--- src/rtl/evm_core.sv ---
// evm_core: three-candidate electronic voting machine controller with registered readout
// Ports:
//   clk                  rising-edge clock
//   rst                  asynchronous active-low reset (clears state and all counters)
//   switch_on_evm        machine enable; low drops to OFF except once results are shown
//   candidate_ready      officer arms one ballot
//   vote_candidate_1/2/3 voter buttons
//   voting_session_done  closes the session (terminal until reset)
//   display_results      candidate select for readout (0..2, 3 = invalid)
//   display_winner       winner readout request, overrides display_results
//   candidate_name       readout candidate index 1..3, 0 = none
//   invalid_results      bad ballot pulse, or invalid readout flag
//   results              readout count
//   voting_in_progress   high in READY, BALLOT, LOCK
//   voting_done          high in RESULTS
// Build option: define EVM_VOTE_TIMEOUT_EN to abandon an armed ballot after
// TIMEOUT_CYCLES cycles without a valid vote.
module evm_core #(
  parameter int WIDTH          = 8,
  parameter int TIMEOUT_CYCLES = 1000
) (
  input  logic             clk,
  input  logic             rst,
  input  logic             switch_on_evm,
  input  logic             candidate_ready,
  input  logic             vote_candidate_1,
  input  logic             vote_candidate_2,
  input  logic             vote_candidate_3,
  input  logic             voting_session_done,
  input  logic [1:0]       display_results,
  input  logic             display_winner,
  output logic [1:0]       candidate_name,
  output logic             invalid_results,
  output logic [WIDTH-1:0] results,
  output logic             voting_in_progress,
  output logic             voting_done
);
  typedef enum logic [2:0] {OFF, READY, BALLOT, LOCK, RESULTS} state_t;
  state_t                state_q, state_d;
  logic [2:0][WIDTH-1:0] cnt_q, cnt_d;
  logic [2:0]            votes, is_max;
  logic                  one_vote, multi_vote, timeout, count_en, bad_ballot, win_bad;
  logic [WIDTH-1:0]      max01, max_cnt, sel_cnt, res_d, res_q;
  logic [1:0]            win_idx, name_d, name_q;
  logic                  inv_d, inv_q, vip_d, vip_q, vd_d, vd_q;
  assign votes      = {vote_candidate_3, vote_candidate_2, vote_candidate_1};
  assign one_vote   = $onehot(votes);
  assign multi_vote = |votes && !one_vote;
`ifdef EVM_VOTE_TIMEOUT_EN
  localparam int TW = $clog2(TIMEOUT_CYCLES + 1);
  logic [TW-1:0] tmr_q, tmr_d;
  // Counter is zero on every entry to BALLOT since BALLOT is only reached from READY.
  assign tmr_d   = state_q == BALLOT ? tmr_q + TW'(1) : '0;
  assign timeout = tmr_q == TW'(TIMEOUT_CYCLES - 1);
  always_ff @(posedge clk or negedge rst) begin
    if (!rst) tmr_q <= '0;
    else      tmr_q <= tmr_d;
  end
`else
  assign timeout = 1'b0;
`endif
  always_ff @(posedge clk or negedge rst) begin
    if (!rst) begin
      state_q <= OFF;
      cnt_q   <= '0;
      res_q   <= '0;
      name_q  <= '0;
      inv_q   <= 1'b0;
      vip_q   <= 1'b0;
      vd_q    <= 1'b0;
    end else begin
      state_q <= state_d;
      cnt_q   <= cnt_d;
      res_q   <= res_d;
      name_q  <= name_d;
      inv_q   <= inv_d;
      vip_q   <= vip_d;
      vd_q    <= vd_d;
    end
  end
  // Power-off has priority everywhere but RESULTS; session close beats any vote.
  always_comb begin
    state_d = state_q;
    case (state_q)
      OFF:     state_d = switch_on_evm ? READY : OFF;
      READY:   state_d = !switch_on_evm ? OFF : voting_session_done ? RESULTS :
                         candidate_ready ? BALLOT : READY;
      BALLOT:  state_d = !switch_on_evm ? OFF : voting_session_done ? RESULTS :
                         one_vote ? LOCK : timeout ? READY : BALLOT;
      LOCK:    state_d = !switch_on_evm ? OFF : (|votes || candidate_ready) ? LOCK : READY;
      RESULTS: state_d = RESULTS;
      default: state_d = OFF;
    endcase
  end
  assign count_en   = state_q == BALLOT && state_d == LOCK;
  assign bad_ballot = state_q == BALLOT && (state_d == READY || (state_d == BALLOT && multi_vote));
  always_comb begin
    for (int i = 0; i < 3; i++)
      cnt_d[i] = (count_en && votes[i] && !(&cnt_q[i])) ? cnt_q[i] + WIDTH'(1) : cnt_q[i];
  end
  assign max01   = cnt_q[0] >= cnt_q[1] ? cnt_q[0] : cnt_q[1];
  assign max_cnt = max01 >= cnt_q[2] ? max01 : cnt_q[2];
  assign is_max  = {cnt_q[2] == max_cnt, cnt_q[1] == max_cnt, cnt_q[0] == max_cnt};
  assign win_bad = !$onehot(is_max) || max_cnt == '0;
  assign win_idx = is_max[0] ? 2'd1 : is_max[1] ? 2'd2 : 2'd3;
  assign sel_cnt = display_results[1] ? (display_results[0] ? '0 : cnt_q[2]) :
                   (display_results[0] ? cnt_q[1] : cnt_q[0]);
  // Outputs are computed from the next state so they line up with the registered state.
  always_comb begin
    vip_d  = state_d == READY || state_d == BALLOT || state_d == LOCK;
    vd_d   = state_d == RESULTS;
    res_d  = !vd_d ? '0 : display_winner ? max_cnt : sel_cnt;
    name_d = !vd_d ? 2'd0 : display_winner ? (win_bad ? 2'd0 : win_idx) :
             display_results == 2'd3 ? 2'd0 : display_results + 2'd1;
    inv_d  = !vd_d ? bad_ballot : display_winner ? win_bad : display_results == 2'd3;
  end
  assign candidate_name     = name_q;
  assign invalid_results    = inv_q;
  assign results            = res_q;
  assign voting_in_progress = vip_q;
  assign voting_done        = vd_q;
endmodule

--- config.mk ---
export PLATFORM = sky130hd
export DESIGN_NAME = evm_core
export DESIGN_NICKNAME = d
export VERILOG_FILES = /design/src/rtl/evm_core.sv
export SDC_FILE = /design/constraint.sdc
export NUM_CORES = 1
export LEC_CHECK = 0
export CORE_MARGIN = 5
export CORE_UTILIZATION = 44
export CTS_CLUSTER_DIAMETER = 100
export DETAILED_ROUTE_END_ITERATION = 16
export PLACE_DENSITY = 0.68
export REMOVE_ABC_BUFFERS = 1
export SLEW_MARGIN = 20
export SYNTH_ARGS = -nofsm -noshare
export SYNTH_HDL_FRONTEND = slang
export SYNTH_SLANG_ARGS = --single-unit
--- constraint.sdc ---
create_clock -name clk -period 12.2 [get_ports clk]
set_input_delay 1.83 -clock clk [delete_from_list [all_inputs] [get_ports clk]]
set_output_delay 1.83 -clock clk [all_outputs]
set_load 0.01 [all_outputs]
Word level (Yosys, flattened, before mapping)

Index checks and enable logic that the tools add are counted.

Register bits after elaboration: 40
Input port bits: 11
Output and inout bits: 13
Word-level logic and storage cells: 84

Add/sub/neg operators: 8
Magnitude comparators: 2
Eq/ne operators: 14
Muxes and demuxes: 25
Reduce and logical (&&, ||, !) cells: 26

Operator list:

| kind                  | number |
|---|---|
| $mux W8               | 7 |
| $add A8 B1 Y8 const B | 3 |
| $eq A8 B8 Y1          | 3 |
| $reduce_and A8 Y1     | 3 |
| $ge A8 B8 Y1          | 2 |
| $mux W2               | 8 |
| $pmux W3 S5           | 1 |
| $eq A3 B2 Y1 const B  | 4 |
| $mux W3               | 4 |
| $logic_and A1 B1 Y1   | 10 |
| $logic_not A8 Y1      | 1 |
| $eq A3 B1 Y1 const B  | 2 |
| $eq A3 B3 Y1 const B  | 2 |
| $logic_not A1 Y1      | 5 |
| $logic_or A1 B1 Y1    | 5 |
| $mux W1               | 5 |
| $add A1 B1 Y2         | 2 |
| $add A2 B1 Y2         | 2 |
| $eq A2 B1 Y1 const B  | 2 |
| $logic_not A3 Y1      | 1 |
| $reduce_or A3 Y1      | 1 |
| $add A2 B1 Y2 const B | 1 |
| $eq A2 B2 Y1 const B  | 1 |

Depth between registers and ports, before layout

Depth after elaboration: 13
Depth in mapped cells: 22
Depth with buffers taken out: 19

Least setup slack after synthesis

OpenSTA, ideal clock, no wires.

Kind: register -> register
Start point: reg cnt_q[0] in the netlist's numbering
End point: reg inv_q, in the netlist invalid_results
Library setup time: 0.120 ns
Data arrival time: 4.764 ns
Data required time: 12.080 ns
Path slack: 7.317 ns
Cell stages (with the launch flop): 23
Buffers on the path: 3
Period minus slack after synthesis: 4.883 ns
Cells stage by stage: dfrtp_1 > clkbuf_1 > inv_1 > ha_1 > nand2b_1 > a2111oi_0 > o31ai_1 > buf_6 > buf_4 > nand2_1 > o21ai_2 > ha_1 > or4_4 > a21oi_4 > o31a_4 > nor2_2 > a31o_1 > a311o_1 > fa_1 > nand2_1 > a2111oi_2 > nor3_1 > a31o_1

Longest elaborated chain between the ends: 12
Elaborated cells on any way between the ends: 15
Classes of those cells: add/sub (2); order compare (2); eq/ne (4); mux (4); reduce/logical (3)

RTL lines:

| element                             | RTL line | text |
|---|---|---|
| from (decl)                         | 40       | `logic [2:0][WIDTH-1:0] cnt_q, cnt_d;` |
| from (signal assigned)              | 73       | `cnt_q <= cnt_d;` |
| $ge A8 B8 Y1                        | 101      | `assign max01 = cnt_q[0] >= cnt_q[1] ? cnt_q[0] : cnt_q[1];` |
| $mux W8                             | 101      |  |
| $ge A8 B8 Y1                        | 102      | `assign max_cnt = max01 >= cnt_q[2] ? max01 : cnt_q[2];` |
| $mux W8                             | 102      |  |
| $eq A8 B8 Y1                        | 103      | `assign is_max = {cnt_q[2] == max_cnt, cnt_q[1] == max_cnt, cnt_q[0] == max_cnt};` |
| $add A1 B1 Y2 (not written as such) | 104      | `assign win_bad = !$onehot(is_max) \|\| max_cnt == '0;` |
| $add A2 B1 Y2 (not written as such) | 104      |  |
| $eq A2 B1 Y1                        | 104      |  |
| $logic_not A1 Y1                    | 104      |  |
| $logic_or A1 B1 Y1 *                | 104      |  |
| $mux W1 * (2 in series)             | 115      | `inv_d = !vd_d ? bad_ballot : display_winner ? win_bad : display_results == 2'd3;` |
| net inv_d                           | 45       | `logic inv_d, inv_q, vip_d, vip_q, vd_d, vd_q;` |
| to (signal assigned)                | 76       | `inv_q <= inv_d;` |
| to (decl)                           | 45       |  |

The timed path passes the listed nets; every way through them passes the cells marked *.
A chain may end at the register's enable or synchronous reset.

Worst setup path after layout

Ends and elaborated chain as after synthesis.

==> run_results.csv <==
group,metric,value,unit
routing,drc,0,
pwr,combPwrFrac,0.246,
placed_design,port_buffers,23,
routing,wl_met1,3401,µm
pwr,p_clk_frac,0.303,
clock_tree,cts_hold_buffers,0,
floorplanning,core_area,6832,µm²
hold_path,hp-class,"reg -> reg",
synthesis,synth.distinct_cells,52,
pwr,p_sw_frac,0.2977,
routing,wl_met3,310,µm
hold_path,hold_depth,1,
routing,dr_wl_met2,3384,µm
sta,clock-skew-final,0.009267,ns
clock_tree,cts-buffers-inserted,5,
clock_tree,cts_root_buf,"clkbuf_8",
placed_design,place_ws,6.895,ns
critical_path,reg2reg_from,"cnt_q[0]$_DFFE_PN0P_",
synthesis,yosysWarnings,0,
sta,finalSetupTns,0,ns
routing,first_pass_iters,5,
synthesis,synthTopCellsByArea,"dfrtp_1 (32%), ha_1 (8.1%), xnor2_1 (7.9%), mux2i_1 (5.2%), xor2_1 (4.2%)",
floorplanning,io_pins,24,
routing,viasPerCell,5.494,
synthesis,syn_area,3098,µm²
sta,slew_violations,0,
synthesis,yosysMostFrequentCell,"dfrtp_1",
critical_path,crit_family,"compound AO/OA/AOI/OAI gates",
floorplanning,fp.dieArea,8819,µm²
hold_path,worstHoldStart,"cnt_q[15]$_DFFE_PN0P_",
critical_path,crit_type,"reg -> reg",
sta,slew_headroom,0.2676,
synthesis,synth_commonest_cells,"dfrtp_1 (40), nand2_1 (29), xnor2_1 (28)",
sta,finalCriticalPeriod,5.361,ns
status,outcome,"complete, no violations",
placed_design,hpwl,5458,µm
routing,drt_iter0_drc,241,
layout,design_area,3426,µm²
pwr,p_per_area,105.7,nW/µm²
clock_tree,cts_resized,0,
synthesis,ys_ff_latch,40,
synthesis,yosysTopAreaCell,"dfrtp_1",
placed_design,placed_area,3318,µm²
pwr,power,0.0003619,W
synthesis,synthCells,351,
critical_path,r2r_slack,6.84,ns
layout,fill_cells,655,
global_route,grt_pass1_wl,12280,µm
clock_tree,clk_pin_slew_worst_paths,0.08,ns
critical_path,cp_slowest_stage_delay,0.52,ns
routing,ant_nets,0,
critical_path,r2r-end,"invalid_results$_DFF_PN0_",
routing,routed_wl,7340,µm
floorplanning,initial_utilization,0.4535,
critical_path,path_max_fanout,20,
critical_path,arrival,5.55,ns
flow_run,drv_cap,0,
synthesis,synth_top_area_share,0.3231,
pwr,peakVddDrop,0.04191,mV
clock_tree,h-tree-depth,2,
critical_path,cp.depth,19,
layout,layout.nets,383,
critical_path,crit_chain,"inv_1 > ha_1 > nand2b_1 > a2111oi_0 > o31ai_2 > buf_4 > mux2_2 > ha_1 > or3_1 > a21oi_1 > o31ai_2 > buf_4 > o2111a_1 > a311o_1 > fa_1 > nand2_1 > a2111oi_2 > nor3_1 > a31o_1",
sta,max_freq,0.1865,GHz
pwr,p_int,0.0002542,W
global_route,overflow,0,
synthesis,synthFlopType,"dfrtp_1",
routing,wl_per_cell,16.42,µm
routing,dr.max_layer_used,"met4",
global_route,grt_max_degree,41,
sta,fin_crit_sh,0.4394,
layout,final_core_utilization,0.5015,
clock_tree,clock_path_buffers,2,
floorplanning,die_x,93.91,µm
pwr,switching_power,0.0001078,W
clock_tree,worstSkewPairLatency,0.30,ns
layout,regArea,1001,µm²
clock_tree,cts_tree,"yes",
critical_path,cp.required,12.39,ns
global_route,grt_pass1_vias,2358,
layout,area_growth,10.58,%
sta,setup_viol,0,
clock_tree,cts_sinks,40,
global_route,grt_usage,0.1763,
layout,n_antenna_cell,0,
global_route,antenna_found_initial,0,
critical_path,crit_slowest_cell,"a2111oi_0",
placed_design,place_congestion,0.9307,
routing,vias,2456,
sta,hold_violations,0,
sta,worst_pin_slew,1.099,ns
critical_path,end_kind,"flip-flop",
clock_tree,cts_setup_buffers,0,
critical_path,cp.buffers_inverters,3,
pwr,seqPwrFrac,0.451,
sta,layout_setup_ws,6.839,ns
layout,drive_gt1_frac,0.07407,
synthesis,synthArstFlopShare,1.000,
critical_path,rr_worst_depth,19,
floorplanning,row_count,30,
synthesis,synth_edf_count,0,
layout,multi_input_area,1882,µm²
synthesis,yosysSeqAreaShare,0.3231,
sta,rsz0062_at_grt,"false",
critical_path,startpoint_type,"flip-flop",
pwr,total_leakage_power,1.482,nW
floorplanning,chipHeight,93.91,µm
synthesis,postSynthAreaPerCell,8.826,µm²
hold_path,hold_end,"cnt_q[15]$_DFFE_PN0P_",
-- placed cells by master (no fill, tap or decap), types with 5 or more instances in the layout --
cell,n
dfrtp_1,40
nand2_1,29
xnor2_1,28
nor2_1,26
clkdlybuf4s50_1,22
inv_1,20
ha_1,20
mux2i_1,16
xor2_1,15
a211oi_1,15
nor3_1,10
nand3_1,9
and3_1,9
nand4_1,7
nand2b_1,7
o21ai_0,7
nor4_1,7
a21oi_1,6
o21ai_1,5
clkbuf_8,5
-- sequential cells by signal (all words and copies together), names as in the netlist --
register,flops
cnt_q,24
results,8
state_q,3
candidate_name,2
invalid_results,1
voting_done,1
voting_in_progress,1
-- cells by family after synthesis --
group / share of synthesized area
compound gates: 0.1426
xor+xnor: 0.1216
fa+ha+maj: 0.09370
buf+inv: 0.07108
flops: 0.3231
mux: 0.05896
simple gates: 0.1890
-- routing by layer --
layer  global-route usage  vias up
met4              0.07461        0
met2               0.2750       74
met5                    0        -
met3              0.02163       14
met1               0.2450     1157
li1                     -     1211
-- layout make-up --
cell class | count | area share
multi-input cells | 258 | 0.5493
flip-flops and latches | 40 | 0.2922
repair buffers | 25 | 0.07012
well taps | 96 | 0.03506
inverters | 20 | 0.02191
clock buffers | 6 | 0.02118
clock inverters | 2 | 0.01023
-- how the worst max path moves through the flow --
stage,start,end,slack (ns)
detailed placement,cnt_q[0]$_DFFE_PN0P_,invalid_results$_DFF_PN0_,6.90
floorplan,cnt_q[0]$_DFFE_PN0P_,invalid_results$_DFF_PN0_,6.07
finish,cnt_q[0]$_DFFE_PN0P_,invalid_results$_DFF_PN0_,6.84
CTS,cnt_q[0]$_DFFE_PN0P_,invalid_results$_DFF_PN0_,6.87
global placement,cnt_q[0]$_DFFE_PN0P_,invalid_results$_DFF_PN0_,7.09
global route,cnt_q[0]$_DFFE_PN0P_,invalid_results$_DFF_PN0_,6.39
-- power by group through the flow --
stage / logic (W) / clock network, W / registers (W)
2_1_floorplan: 0.0000403 / 0 / 0.000169
3_3_place_gp: 0.0000886 / 0 / 0.000165
3_5_place_dp: 0.0000897 / 0 / 0.000166
4_1_cts: 0.0000898 / 0.000112 / 0.000163
5_1_grt: 0.0000988 / 0.000117 / 0.000166
6_report: 0.0000889 / 0.000110 / 0.000163
-- through the flow --
stage,hold WS [ns],instances
6_report,0.6811,447
5_1_grt,0.7196,447
4_1_cts,0.6843,447
2_1_floorplan,0.5671,318
3_3_place_gp,0.6625,439
3_5_place_dp,0.6613,439
Power figures use the tool's default switching activity.
==> variant 1 (same flow settings) <==
`WIDTH`: 8 -> 12.
--- a/src/rtl/evm_core.sv
+++ b/src/rtl/evm_core.sv
@@ -17,5 +17,5 @@
 // TIMEOUT_CYCLES cycles without a valid vote.
 module evm_core #(
-  parameter int WIDTH          = 8,
+  parameter int WIDTH          = 12,
   parameter int TIMEOUT_CYCLES = 1000
 ) (
Ports: changed (resized results); port bits go from 24 to 28. No check against the original RTL was run, so the function may have changed too.
==> variant 1 against the original RTL <==
Hold slack got worse by 0.0062 ns; critical path depth increased by 2; total power increased by 25%; wire length increased by 93%; sequential power increased by 37%; worst setup slack got worse by 1.1 ns; sequential cell count increased by 16; cell area increased by 44%; area after synthesis increased by 48%; largest cell class unchanged; clock skew decreased by 0.0019 ns.
==> variant 1: results (changes against the original RTL) <==
\begin{tabular}{lr}
\hline
Metric & Value \\
\hline
\multicolumn{2}{l}{\textbf{Outcome}} \\
Outcome & finished, final reports clean \\
\multicolumn{2}{l}{\textbf{Place}} \\
Pre-CTS setup slack & 5.88 ns (-1.01 ns) \\
\# port buffers & 27 (+17\%) \\
Placer Congestion & 0.936 (+0.59\%) \\
Detailed placement HPWL & 10300 um (+89\%) \\
Cell Count Post-Placement & 653 (+49\%) \\
\multicolumn{2}{l}{\textbf{Global routing}} \\
Number of global-route vias before repair & 4051 (+72\%) \\
Global-route wire length before repair & 22900 um (+87\%) \\
All-layer global routing usage & 0.233 (+0.0563) \\
Pin count of the biggest net entering global routing & 57 (+39\%) \\
\multicolumn{2}{l}{\textbf{Setup path}} \\
Worst Setup SP & cnt\_q[14]\$\_DFFE\_PN0P\_ \\
R2R setup slack & 5.77 ns (-1.07 ns) \\
Signal arrival time at the worst endpoint & 6.64 ns (+1.09 ns) \\
FF-to-FF End & candidate\_name[1]\$\_DFF\_PN0\_ \\
Critical-path maximum fanout & 33 (+65\%) \\
Cell count of the worst reg-to-reg path & 21 (+2) \\
\multicolumn{2}{l}{\textbf{CTS}} \\
Clock Latency Late Sink & 0.33 ns (+0.03 ns) \\
\multicolumn{2}{l}{\textbf{Finish}} \\
Area occupied by multi-input gates & 2830 um2 (+51\%) \\
Filler Cells Inserted & 966 (+47\%) \\
Ratio of cells with drive above 1 in the final layout & 0.0514 (-0.0226) \\
Flip-flop count of the largest register, all copies and words added & 36 (+50\%) \\
Seq cells & 56 (+40\%) \\
Count of multi-input gates & 389 (+51\%) \\
Utilization after layout & 0.484 (-0.0179) \\
\multicolumn{2}{l}{\textbf{Synth}} \\
Average size of a mapped cell & 8.63 um2 (-2.2\%) \\
Compound-gate portion of the synthesized area & 0.204 (+0.0614) \\
Unique masters post-synth & 63 (+21\%) \\
Synth Area in Adders & 0.0853 (-0.00838) \\
Main area contributors after synthesis & dfrtp\_1 (31\%), xnor2\_1 (7.8\%), ha\_1 (7.7\%) \\
Share of the yosys chip area belonging to registers & 0.306 (-0.0168) \\
Share of cell area taken by muxes after synthesis & 0.0476 (-0.0114) \\
XOR/XNOR share of the synthesized area & 0.115 (-0.00672) \\
Most numerous cell types in the synthesized netlist & dfrtp\_1 (56), xnor2\_1 (41), inv\_1 (39), nor2\_1 (39), nand2\_1 (33) \\
\multicolumn{2}{l}{\textbf{STA}} \\
Clock skew & 0.00737 ns (-0.00190 ns) \\
Final hold slack & 0.675 ns (-0.00623 ns) \\
Worst-case headroom to the max-slew limit & 0.275 (+0.00754) \\
\multicolumn{2}{l}{\textbf{Floorplanning}} \\
Initial Util & 0.447 (-0.00625) \\
Floorplan die area & 12500 um2 (+42\%) \\
\multicolumn{2}{l}{\textbf{Drt}} \\
Via Count & 4049 (+65\%) \\
DR vias/cell & 6.13 (+11\%) \\
Starting DRT DRC Count & 420 (+74\%) \\
\multicolumn{2}{l}{\textbf{Power and ir drop}} \\
Maximum VDD drop & 60.9 uV (+45\%) \\
Leakage power total & 2.00 nW (+35\%) \\
\hline
\end{tabular}
variant 1: cell count changes in the layout (fill, tap and decap cells not counted), sizes merged, moves of 8 or more:
cell    delta
o21ai     +13
nor2      +12
a211oi    +10
inv       +19
ha         +8
a21oi     +12
xnor2     +13
dfrtp     +16
nor4       +9
variant 1: worst min path at each step:
stage                            endpoint                  start  cells past startpoint
CTS                 cnt_q[22]$_DFFE_PN0P_  cnt_q[22]$_DFFE_PN0P_                      1
global route        cnt_q[22]$_DFFE_PN0P_  cnt_q[22]$_DFFE_PN0P_                      1
detailed placement  cnt_q[22]$_DFFE_PN0P_  cnt_q[22]$_DFFE_PN0P_                      1
floorplan           cnt_q[17]$_DFFE_PN0P_  cnt_q[17]$_DFFE_PN0P_                      1
finish              cnt_q[22]$_DFFE_PN0P_  cnt_q[22]$_DFFE_PN0P_                      1
global placement    cnt_q[22]$_DFFE_PN0P_  cnt_q[22]$_DFFE_PN0P_                      1
variant 1: worst max-delay path: stages (launching register included):
cell and delay [ns]:
dfrtp_1 0.64, inv_1 0.18, ha_1 0.33, nand2_1 0.05, o21ai_0 0.19, a221oi_2 0.12, o21ai_2 0.72, mux2_2 0.47
ha_1 0.33, nand2_1 0.09, nor2_1 0.05, a211oi_2 0.48, o21a_2 0.65, nor2_1 0.15, a221oi_1 0.28, o22ai_1 0.13
nor2_1 0.29, fa_1 0.47, and4b_1 0.21, o21ai_0 0.18, a2bb2oi_1 0.20, nor2_1 0.06
variant 1: where the power goes:
group          internal, mW  total (mW)  switching (mW)
clock network        0.0465       0.108          0.0615
logic                0.0565       0.120          0.0633
registers             0.205       0.224          0.0193
variant 1: routing by layer:
layer,global-route usage,wire (um),vias to the layer above
met5,0,0,-
met4,0.115,507,0
met3,0.0342,977,35
met2,0.359,6640,185
met1,0.318,6070,1940
li1,-,-,1889
==> variant 2 (same flow settings) <==
Made on the original files. Encoding of `state_t`: now one-hot (5 bits for 5 states).
--- a/src/rtl/evm_core.sv
+++ b/src/rtl/evm_core.sv
@@ -36,5 +36,5 @@
   output logic             voting_done
 );
-  typedef enum logic [2:0] {OFF, READY, BALLOT, LOCK, RESULTS} state_t;
+  typedef enum logic [4:0] {OFF = 5'b00001, READY = 5'b00010, BALLOT = 5'b00100, LOCK = 5'b01000, RESULTS = 5'b10000} state_t;
   state_t                state_q, state_d;
   logic [2:0][WIDTH-1:0] cnt_q, cnt_d;
Function: same outputs for any inputs over 10 cycles, from zero or initial values and one cycle with rst low; not proved beyond that.
==> variant 2 against the original RTL <==
First-iteration DRC count down 45%; critical path type unchanged; wire length up 1.9%; critical path depth up 2; sequential cell count up 2; fmax down 3.2%; cell area up 6.2%; final cell count up 6.9%; combinational power down 42%; area after synthesis up 6.1%; total power down 4.5%; worst setup slack worse by 0.18 ns; count of clock-buffer cells in the layout unchanged.
==> variant 2: results (changes against the original RTL) <==
\begin{tabular}{lr}
\hline
Metric & Value \\
\hline
\multicolumn{2}{l}{\textbf{Outcome}} \\
Outcome & finished, final reports clean \\
\multicolumn{2}{l}{\textbf{Place}} \\
Cell Count Post-Placement & 470 (+7.1\%) \\
Detailed placement HPWL & 5560 um (+1.9\%) \\
Pre-CTS setup slack & 6.44 ns (-0.451 ns) \\
\multicolumn{2}{l}{\textbf{Setup path}} \\
CP max stage cell & a211oi\_4 \\
Cell count of the worst reg-to-reg path & 21 (+2) \\
Worst Setup SP & cnt\_q[10]\$\_DFFE\_PN0P\_ \\
R2R setup slack & 6.66 ns (-0.18 ns) \\
Critical-path maximum fanout & 25 (+25\%) \\
Signal arrival time at the worst endpoint & 5.75 ns (+0.20 ns) \\
\multicolumn{2}{l}{\textbf{Finish}} \\
Count of multi-input gates & 275 (+6.6\%) \\
Ratio of cells with drive above 1 in the final layout & 0.0607 (-0.0134) \\
Share of final layout cell area taken by non-clock buffers & 0.0640 (-0.00616) \\
Clock network area share & 0.0392 (+0.00779) \\
\multicolumn{2}{l}{\textbf{Drt}} \\
Wirelength, routed & 7480 um (+1.9\%) \\
Via Count & 2585 (+5.3\%) \\
Detailed route wirelength on metal3 & 240 um (-23\%) \\
\multicolumn{2}{l}{\textbf{STA}} \\
Worst-case headroom to the max-slew limit & 0.390 (+0.123) \\
\multicolumn{2}{l}{\textbf{Synth}} \\
Share of cell area taken by muxes after synthesis & 0.0495 (-0.00946) \\
Synth Area in Adders & 0.0883 (-0.00535) \\
Synthesized flop and latch total & 42 (+5.0\%) \\
\multicolumn{2}{l}{\textbf{Power and ir drop}} \\
Clock network fraction of total power & 0.395 (+0.092) \\
Power Sequential & 0.158 mW (-3\%) \\
\multicolumn{2}{l}{\textbf{Global routing}} \\
Global-route wire length before repair & 12500 um (+1.6\%) \\
Number of global-route vias before repair & 2518 (+6.8\%) \\
\multicolumn{2}{l}{\textbf{Min path}} \\
Critical hold path startpoint & state\_q[2]\$\_DFF\_PN0\_ \\
\multicolumn{2}{l}{\textbf{Floorplanning}} \\
Site Rows & 31 (+3.3\%) \\
\hline
\end{tabular}
==> variant 2: per-layer routing <==
metal | global-route usage | up-vias
li1 | - | 1295
met1 | 0.231 | 1240
met2 | 0.293 | 45
met3 | 0.0225 | 5
met4 | 0.0374 | 0
met5 | 0 | -
==> variant 2: worst min path at each step <==
| stage | endpoint | slack, ns | depth (start not counted) |
|---|---|---|---|
| 6_report | state_q[0]$_DFF_PN1_ | 0.61 | 1 |
| 5_1_grt | state_q[0]$_DFF_PN1_ | 0.63 | 1 |
| 4_1_cts | state_q[0]$_DFF_PN1_ | 0.61 | 1 |
| 3_5_place_dp | state_q[0]$_DFF_PN1_ | 0.60 | 1 |
| 3_3_place_gp | state_q[0]$_DFF_PN1_ | 0.60 | 1 |
| 2_1_floorplan | cnt_q[23]$_DFFE_PN0P_ | 0.50 | 1 |
